`config.mk`:
```
export PLATFORM = sky130hd
export DESIGN_NAME = regfile_alu_pipe
export DESIGN_NICKNAME = d
export VERILOG_FILES = /design/src/rtl/regfile_alu_pipe.sv
export SDC_FILE = /design/constraint.sdc
export NUM_CORES = 1
export LEC_CHECK = 0
export BUFFER_PORTS_ARGS = -buffer_cell sky130_fd_sc_hd__clkbuf_2
export CORE_ASPECT_RATIO = 1.4
export CORE_MARGIN = 4
export CORE_UTILIZATION = 40
export CTS_CLUSTER_SIZE = 8
export DETAILED_ROUTE_END_ITERATION = 16
export PLACE_DENSITY = 0.58
export RECOVER_POWER = 25
export SLEW_MARGIN = 20
export SYNTH_ARGS = -nofsm -noshare
export SYNTH_HDL_FRONTEND = slang
export SYNTH_SLANG_ARGS = --single-unit
```
`constraint.sdc`:
```
create_clock -name Clk -period 4.4 [get_ports Clk]
set_clock_uncertainty 0.05 [all_clocks]
set_input_delay 0.22 -clock Clk [delete_from_list [all_inputs] [get_ports Clk]]
set_output_delay 0.22 -clock Clk [all_outputs]
set_load 0.01 [all_outputs]
```
`src/rtl/regfile_alu_pipe.sv`:
```
// regfile_alu_pipe
// Two-stage register-file / ALU execute datapath.
//   Stage 1 captures the opcode, destination and both operands at the issue
//   edge. Stage 2 evaluates the ALU combinationally from the captured operands
//   and commits the register write, flags and AluOutput at the next edge.
//   Operand reads at issue are forwarded from the stage-2 result when stage 2
//   is writing the same register, so dependent ops need no bubble.
// Ports:
//   Clk          rising-edge clock
//   Rst          asynchronous active-low reset
//   In_valid     operation present this cycle
//   OpCode       5-bit operation select
//   RdestRegLoc  destination / first operand register
//   RsrcRegLoc   source register (second operand when Imm_s = 0)
//   Imm_s        1 = second operand is Imm
//   Imm          immediate operand, already extended
//   DbgAddr      debug read address
//   Out_valid    AluOutput/Flags reflect an op completed at the last edge
//   AluOutput    registered result of the last completed op
//   Flags        registered {C, L, F, Z, N}
//   DbgData      combinational architectural register[DbgAddr]
module regfile_alu_pipe #(
  parameter  int WIDTH = 16,
  parameter  int NREGS = 16,
  localparam int AW    = $clog2(NREGS)
) (
  input  logic             Clk,
  input  logic             Rst,
  input  logic             In_valid,
  input  logic [4:0]       OpCode,
  input  logic [AW-1:0]    RdestRegLoc,
  input  logic [AW-1:0]    RsrcRegLoc,
  input  logic             Imm_s,
  input  logic [WIDTH-1:0] Imm,
  input  logic [AW-1:0]    DbgAddr,
  output logic             Out_valid,
  output logic [WIDTH-1:0] AluOutput,
  output logic [4:0]       Flags,
  output logic [WIDTH-1:0] DbgData
);

  localparam int SHW = $clog2(WIDTH);
  localparam int MSB = WIDTH - 1;

  localparam logic [4:0] OP_MOV = 5'b00000;
  localparam logic [4:0] OP_ADD = 5'b00001;
  localparam logic [4:0] OP_SUB = 5'b00010;
  localparam logic [4:0] OP_CMP = 5'b00011;
  localparam logic [4:0] OP_AND = 5'b00100;
  localparam logic [4:0] OP_OR  = 5'b00101;
  localparam logic [4:0] OP_XOR = 5'b00110;
  localparam logic [4:0] OP_LSH = 5'b00111;
  localparam logic [4:0] OP_RSH = 5'b01000;

  // Flag bit positions within {C, L, F, Z, N}
  localparam int FC = 4;
  localparam int FL = 3;
  localparam int FF = 2;
  localparam int FZ = 1;
  localparam int FN = 0;

  logic [WIDTH-1:0] regs_q [NREGS];

  logic             s1_valid_q;
  logic [4:0]       s1_op_q;
  logic [AW-1:0]    s1_dest_q;
  logic [WIDTH-1:0] s1_a_q;
  logic [WIDTH-1:0] s1_b_q;

  logic             out_valid_q;
  logic [WIDTH-1:0] alu_out_q;
  logic [4:0]       flags_q;

  logic [WIDTH-1:0] alu_res_d;
  logic [4:0]       flags_d;
  logic             alu_wr;
  logic             zn_upd;
  logic [WIDTH:0]   sum;
  logic [WIDTH:0]   diff;
  logic             wr_en;

  logic [WIDTH-1:0] op_a_d;
  logic [WIDTH-1:0] op_b_reg;
  logic [WIDTH-1:0] op_b_d;

  // Stage 2: ALU on captured operands
  always_comb begin
    alu_res_d = s1_a_q;
    flags_d   = flags_q;
    alu_wr    = 1'b0;
    zn_upd    = 1'b0;
    sum       = {1'b0, s1_a_q} + {1'b0, s1_b_q};
    diff      = {1'b0, s1_a_q} - {1'b0, s1_b_q};
    case (s1_op_q)
      OP_MOV: begin
        alu_res_d = s1_b_q;
        alu_wr    = 1'b1;
      end
      OP_ADD: begin
        alu_res_d   = sum[WIDTH-1:0];
        alu_wr      = 1'b1;
        zn_upd      = 1'b1;
        flags_d[FC] = sum[WIDTH];
        flags_d[FF] = (s1_a_q[MSB] == s1_b_q[MSB]) && (sum[MSB] != s1_a_q[MSB]);
      end
      OP_SUB: begin
        alu_res_d   = diff[WIDTH-1:0];
        alu_wr      = 1'b1;
        zn_upd      = 1'b1;
        // The extra top bit of the WIDTH+1 difference is the borrow.
        flags_d[FC] = diff[WIDTH];
        flags_d[FF] = (s1_a_q[MSB] != s1_b_q[MSB]) && (diff[MSB] != s1_a_q[MSB]);
      end
      OP_CMP: begin
        flags_d[FL] = s1_a_q < s1_b_q;
        flags_d[FN] = $signed(s1_a_q) < $signed(s1_b_q);
        flags_d[FZ] = s1_a_q == s1_b_q;
      end
      OP_AND: begin
        alu_res_d = s1_a_q & s1_b_q;
        alu_wr    = 1'b1;
        zn_upd    = 1'b1;
      end
      OP_OR: begin
        alu_res_d = s1_a_q | s1_b_q;
        alu_wr    = 1'b1;
        zn_upd    = 1'b1;
      end
      OP_XOR: begin
        alu_res_d = s1_a_q ^ s1_b_q;
        alu_wr    = 1'b1;
        zn_upd    = 1'b1;
      end
      OP_LSH: begin
        alu_res_d = s1_a_q << s1_b_q[SHW-1:0];
        alu_wr    = 1'b1;
        zn_upd    = 1'b1;
      end
      OP_RSH: begin
        alu_res_d = s1_a_q >> s1_b_q[SHW-1:0];
        alu_wr    = 1'b1;
        zn_upd    = 1'b1;
      end
      default: ;
    endcase
    if (zn_upd) begin
      flags_d[FZ] = (alu_res_d == '0);
      flags_d[FN] = alu_res_d[MSB];
    end
  end

  assign wr_en = s1_valid_q && alu_wr;

  // Operand read with bypass from the stage-2 result being written this edge.
  always_comb begin
    op_a_d   = (wr_en && (s1_dest_q == RdestRegLoc)) ? alu_res_d : regs_q[RdestRegLoc];
    op_b_reg = (wr_en && (s1_dest_q == RsrcRegLoc))  ? alu_res_d : regs_q[RsrcRegLoc];
    op_b_d   = Imm_s ? Imm : op_b_reg;
  end

  always_ff @(posedge Clk or negedge Rst) begin
    if (!Rst) begin
      s1_valid_q <= 1'b0;
      s1_op_q    <= '0;
      s1_dest_q  <= '0;
      s1_a_q     <= '0;
      s1_b_q     <= '0;
    end else begin
      s1_valid_q <= In_valid;
      if (In_valid) begin
        s1_op_q   <= OpCode;
        s1_dest_q <= RdestRegLoc;
        s1_a_q    <= op_a_d;
        s1_b_q    <= op_b_d;
      end
    end
  end

  always_ff @(posedge Clk or negedge Rst) begin
    if (!Rst) begin
      out_valid_q <= 1'b0;
      alu_out_q   <= '0;
      flags_q     <= '0;
    end else begin
      out_valid_q <= s1_valid_q;
      if (s1_valid_q) begin
        alu_out_q <= alu_res_d;
        flags_q   <= flags_d;
      end
    end
  end

  always_ff @(posedge Clk or negedge Rst) begin
    if (!Rst) begin
      for (int i = 0; i < NREGS; i++) regs_q[i] <= '0;
    end else if (wr_en) begin
      regs_q[s1_dest_q] <= alu_res_d;
    end
  end

  assign Out_valid = out_valid_q;
  assign AluOutput = alu_out_q;
  assign Flags     = flags_q;
  assign DbgData   = regs_q[DbgAddr];

endmodule

```
==> metrics.md <==
| Metric | Value |
|---|---|
| Grt total ovfl | 0 |
| P_leak | 0.01051 uW |
| Worst-Margin Slew | approximately 3.3 ns |
| CTS Root Cell | clkbuf_16 |
| End of the critical path | Flags[0] |
| Setup Total Neg Slack | 0 ns |
| Die Ht | 287.8 um |
| R2r setup slk | about 0.17 ns |
| Fillers | 5065 |
| Beginning of the worst register-to-register path | s1_a_q[2] |
| WL final | 77.38 mm |
| Gates resized, CTS repair | 0 |
| Cts bufs inserted | 46 |
| Core footprint | 55390 um2 |
| I/O pin count | 75 |
| Mapped Avg Cell Area | 11.81 um2 |
| PortBufs | 74 |
| Outcome | complete, but fails checks |
| Top cells by count, synth | dfrtp_1, mux4_2, mux2_2, nor2_1, clkbuf_1 |
| Maximum vdd drop | between 0.2 and 0.3 mV |
| Register area | 8008 um2 |
| Layout cells sized above 1 | 35.29% |
| Initial Utilization | 40.39% |
| Period utilization | 96.04% |
| Max cap viols | 3 |
| Failing checks | max-capacitance violations, max-slew violations |
| Sink Count | 320 |
| Yosys reg bits | 320 |
| Non-Filler Instances | 2672 |
| Yosys Warn Count | 0 |
| Psw | ~5700 uW |
| DRC | 0 |
| Netlist Area Pre-Place | 22370 um2 |
| Clock transition at path regs | 0.05 ns |
| Largest net degree at the start of global routing | roughly 130 |
| Setup repair after global routing missed its margin | false |
| Pwr dens | 591.6 nW/um2 |
| CP startpoint kind | flip-flop |
| WL/cell | 28.96 um |
| Internal cell power | between 9000 and 10000 uW |
| Layout Nets | 2028 |
| Overall Global Routing Usage | ~25% |
| CP Max Fanout | 10 |
| Tot Pwr | 14920 uW |
| Post-route minimum period | between 4 and 5 ns |
| ANT nets after route | 0 |
| Seq/Total Area, Yosys | 35.79% |
| Worst-path cell chain | inv_1 -> ha_1 -> nor3_1 -> o31a_1 -> o21ba_1 -> o31ai_1 -> o31a_1 -> o211ai_1 -> a2bb2oi_1 -> nor4_1 -> o31ai_1 |
| FP Rows | 102 |
| N_diodes | 0 |
| Post-DP HPWL | 55.00 mm |
| CTS tree | built |
| Crit Path Class | reg -> reg |
| Slew margin rel. | -121.1% |
| Maximum clock rate | 236.6 MHz |
| R2R cell count | 11 |
| Max stage delay on crit path | 0.67 ns |
| Post-synth net total | 1984 |
| Fin. Hold Viols | 0 |
| Switching Fraction | 38.49% |
| Yosys top cell area share | 35.79% |
| DR pass1 iterations | 5 |
| Asr flop ratio synth | 100.0% |
| Clock power share | about 22% |
| Post-synth EDFFs | 0 |
| Top_reg_cell synth | dfrtp_1 |
| Worst skew pair latency | 0.58 ns |
| Vias in the first global route | between 15000 and 20000 |
| Initial antenna violation count | 0 |
| RD Place Congestion | 0.9966 |
| CP startpoint | s1_a_q[2] |
| Total die area | 59840 um2 |
| Most numerous cell in the Yosys netlist | dfrtp_1 |
| Part of the power in registers | 34.7% |
| Synth area leader | dfrtp_1 |
| Die width | 207.9 um |
| Critical path arrival | ~4.6 ns |
| Setup bufs post-CTS | 0 |
| Pins Over Slew Limit | about 140 |
| Bufs on Longest Clock Path | 3 |
| Area grow syn2layout | 12.72% |
| # setup viols final | 0 |
| Vias per inst | 6.484 |
| Comb pwr share | 43.6% |
| Vias post-DR | 17320 |
| First-pass GRT wire length | 116.4 mm |
| Hold crit path type | in -> reg |
| Finished Cell Area | approximately 25000 um2 |
| Multi-input combinational cell area | roughly 13000 um2 |
| H-tree level count | 2 |
| Syn Inst Count | 1895 |
| HP Start | Imm[4] |
| Crit path capture type | flip-flop |
| Placed insts | 2605 |
| Worst R2R End | Flags[0] |
| Critical Path RT | 4.77 ns |
| Hold Buf Count CTS | 14 |
| Largest cells by area after synthesis | dfrtp_1, mux4_2, mux2_2 |
| Placed Area | 23870 um2 |
| Slowest-stage cell, CP | nor4_1 |
| Count of different cell masters after synthesis | 82 |
| Min Hold Slack | 0.04181 ns |
| First DRT Iteration DRCs | between 1500 and 2000 |
[cell families after synthesis]
| family | synth area share [%] |
|---|---|
| xor gates and xnor gates | 0.5089 |
| buffers and inverters | 4.468 |
| muxes | 37.47 |
| DFF | 35.79 |
| AOI/OAI and AO/OA | 10.83 |
| and+or+nand+nor | 7.958 |
| adders and majority gates | 2.975 |
[cells in the final DEF, fill, tap and decap left out, types with 10 or more instances in the layout]
cell type,count
clkbuf_1,19
a21o_1,11
o211ai_1,20
nor2_2,10
nor2b_1,11
nor2_1,135
clkbuf_16,47
ha_1,50
nand2_1,103
clkbuf_2,51
a211oi_1,14
nand2b_1,11
mux4_2,267
a21oi_1,128
mux2i_1,41
dfrtp_1,320
inv_1,58
nand4_1,10
buf_4,98
nand3_1,22
dlygate4sd3_1,14
o31ai_1,10
nor3_1,19
o21ai_0,96
and3_1,16
mux2_2,173
[stage by stage]
stage | util (%) | worst slack (ns)
after floorplan | - | 0.5831
after global placement | 43.09 | 0.3173
after detailed placement | 43.09 | 0.2972
after CTS | 45.59 | 0.2641
after global routing | 45.53 | 0.002003
final | 45.53 | 0.1741
[power by group through the flow]
| stage | Combinational (uW) | Clock (uW) | Sequential [uW] |
|---|---|---|---|
| final | 6510 | 3230 | 5180 |
| after global routing | 6970 | 3420 | 5330 |
| after CTS | 6470 | 3300 | 5140 |
| after detailed placement | 6440 | 0 | 5180 |
| after global placement | 6380 | 0 | 5060 |
| after floorplan | 4610 | 0 | 4810 |
[worst min path at each step]
stage                              end  depth (start not counted)
after floorplan           AluOutput[0]                          0
after global routing         s1_b_q[4]                          4
after CTS                    s1_b_q[4]                          4
after global placement      regs_q[53]                          1
after detailed placement    regs_q[53]                          1
final                        s1_b_q[4]                          4
[metal layers]
metal / vias up / track usage [%] / part of all wire (%)
met1: 9004 / 29.14 / 35
li1: 7354 / - / -
met4: 0 / 14.36 / 6.8
met2: 718 / 46.27 / 52
met3: 248 / 3.074 / 5.3
met5: - / 0 / 0
[cell type report]
class / count / share of cell area (%)
clock buffers: 50 / 4.788
clock inverters: 3 / 0.1340
inverters: 61 / 0.9079
multi-input cells: 1318 / 53.34
flip-flops and latches: 320 / 31.75
well taps: 728 / 3.612
repair buffers: 192 / 5.467
[state kept, by name (all words and copies together) (netlist names)]
name	flops
s1_valid_q	1
Out_valid	1
s1_op_q	5
Flags	5
s1_a_q	16
regs_q	256
AluOutput	16
s1_dest_q	4
s1_b_q	16
[worst max-delay path: cells and delay by family, from the launching register on]
kind / cells / cell delay, ns
buffers and inverters: 1 / 0.15
and+or+nand+nor: 2 / 0.78
DFF: 1 / 0.49
adders and majority gates: 1 / 0.48
AOI/OAI and AO/OA: 7 / 2.14
Note: power is estimated with default switching activity, not from simulation.
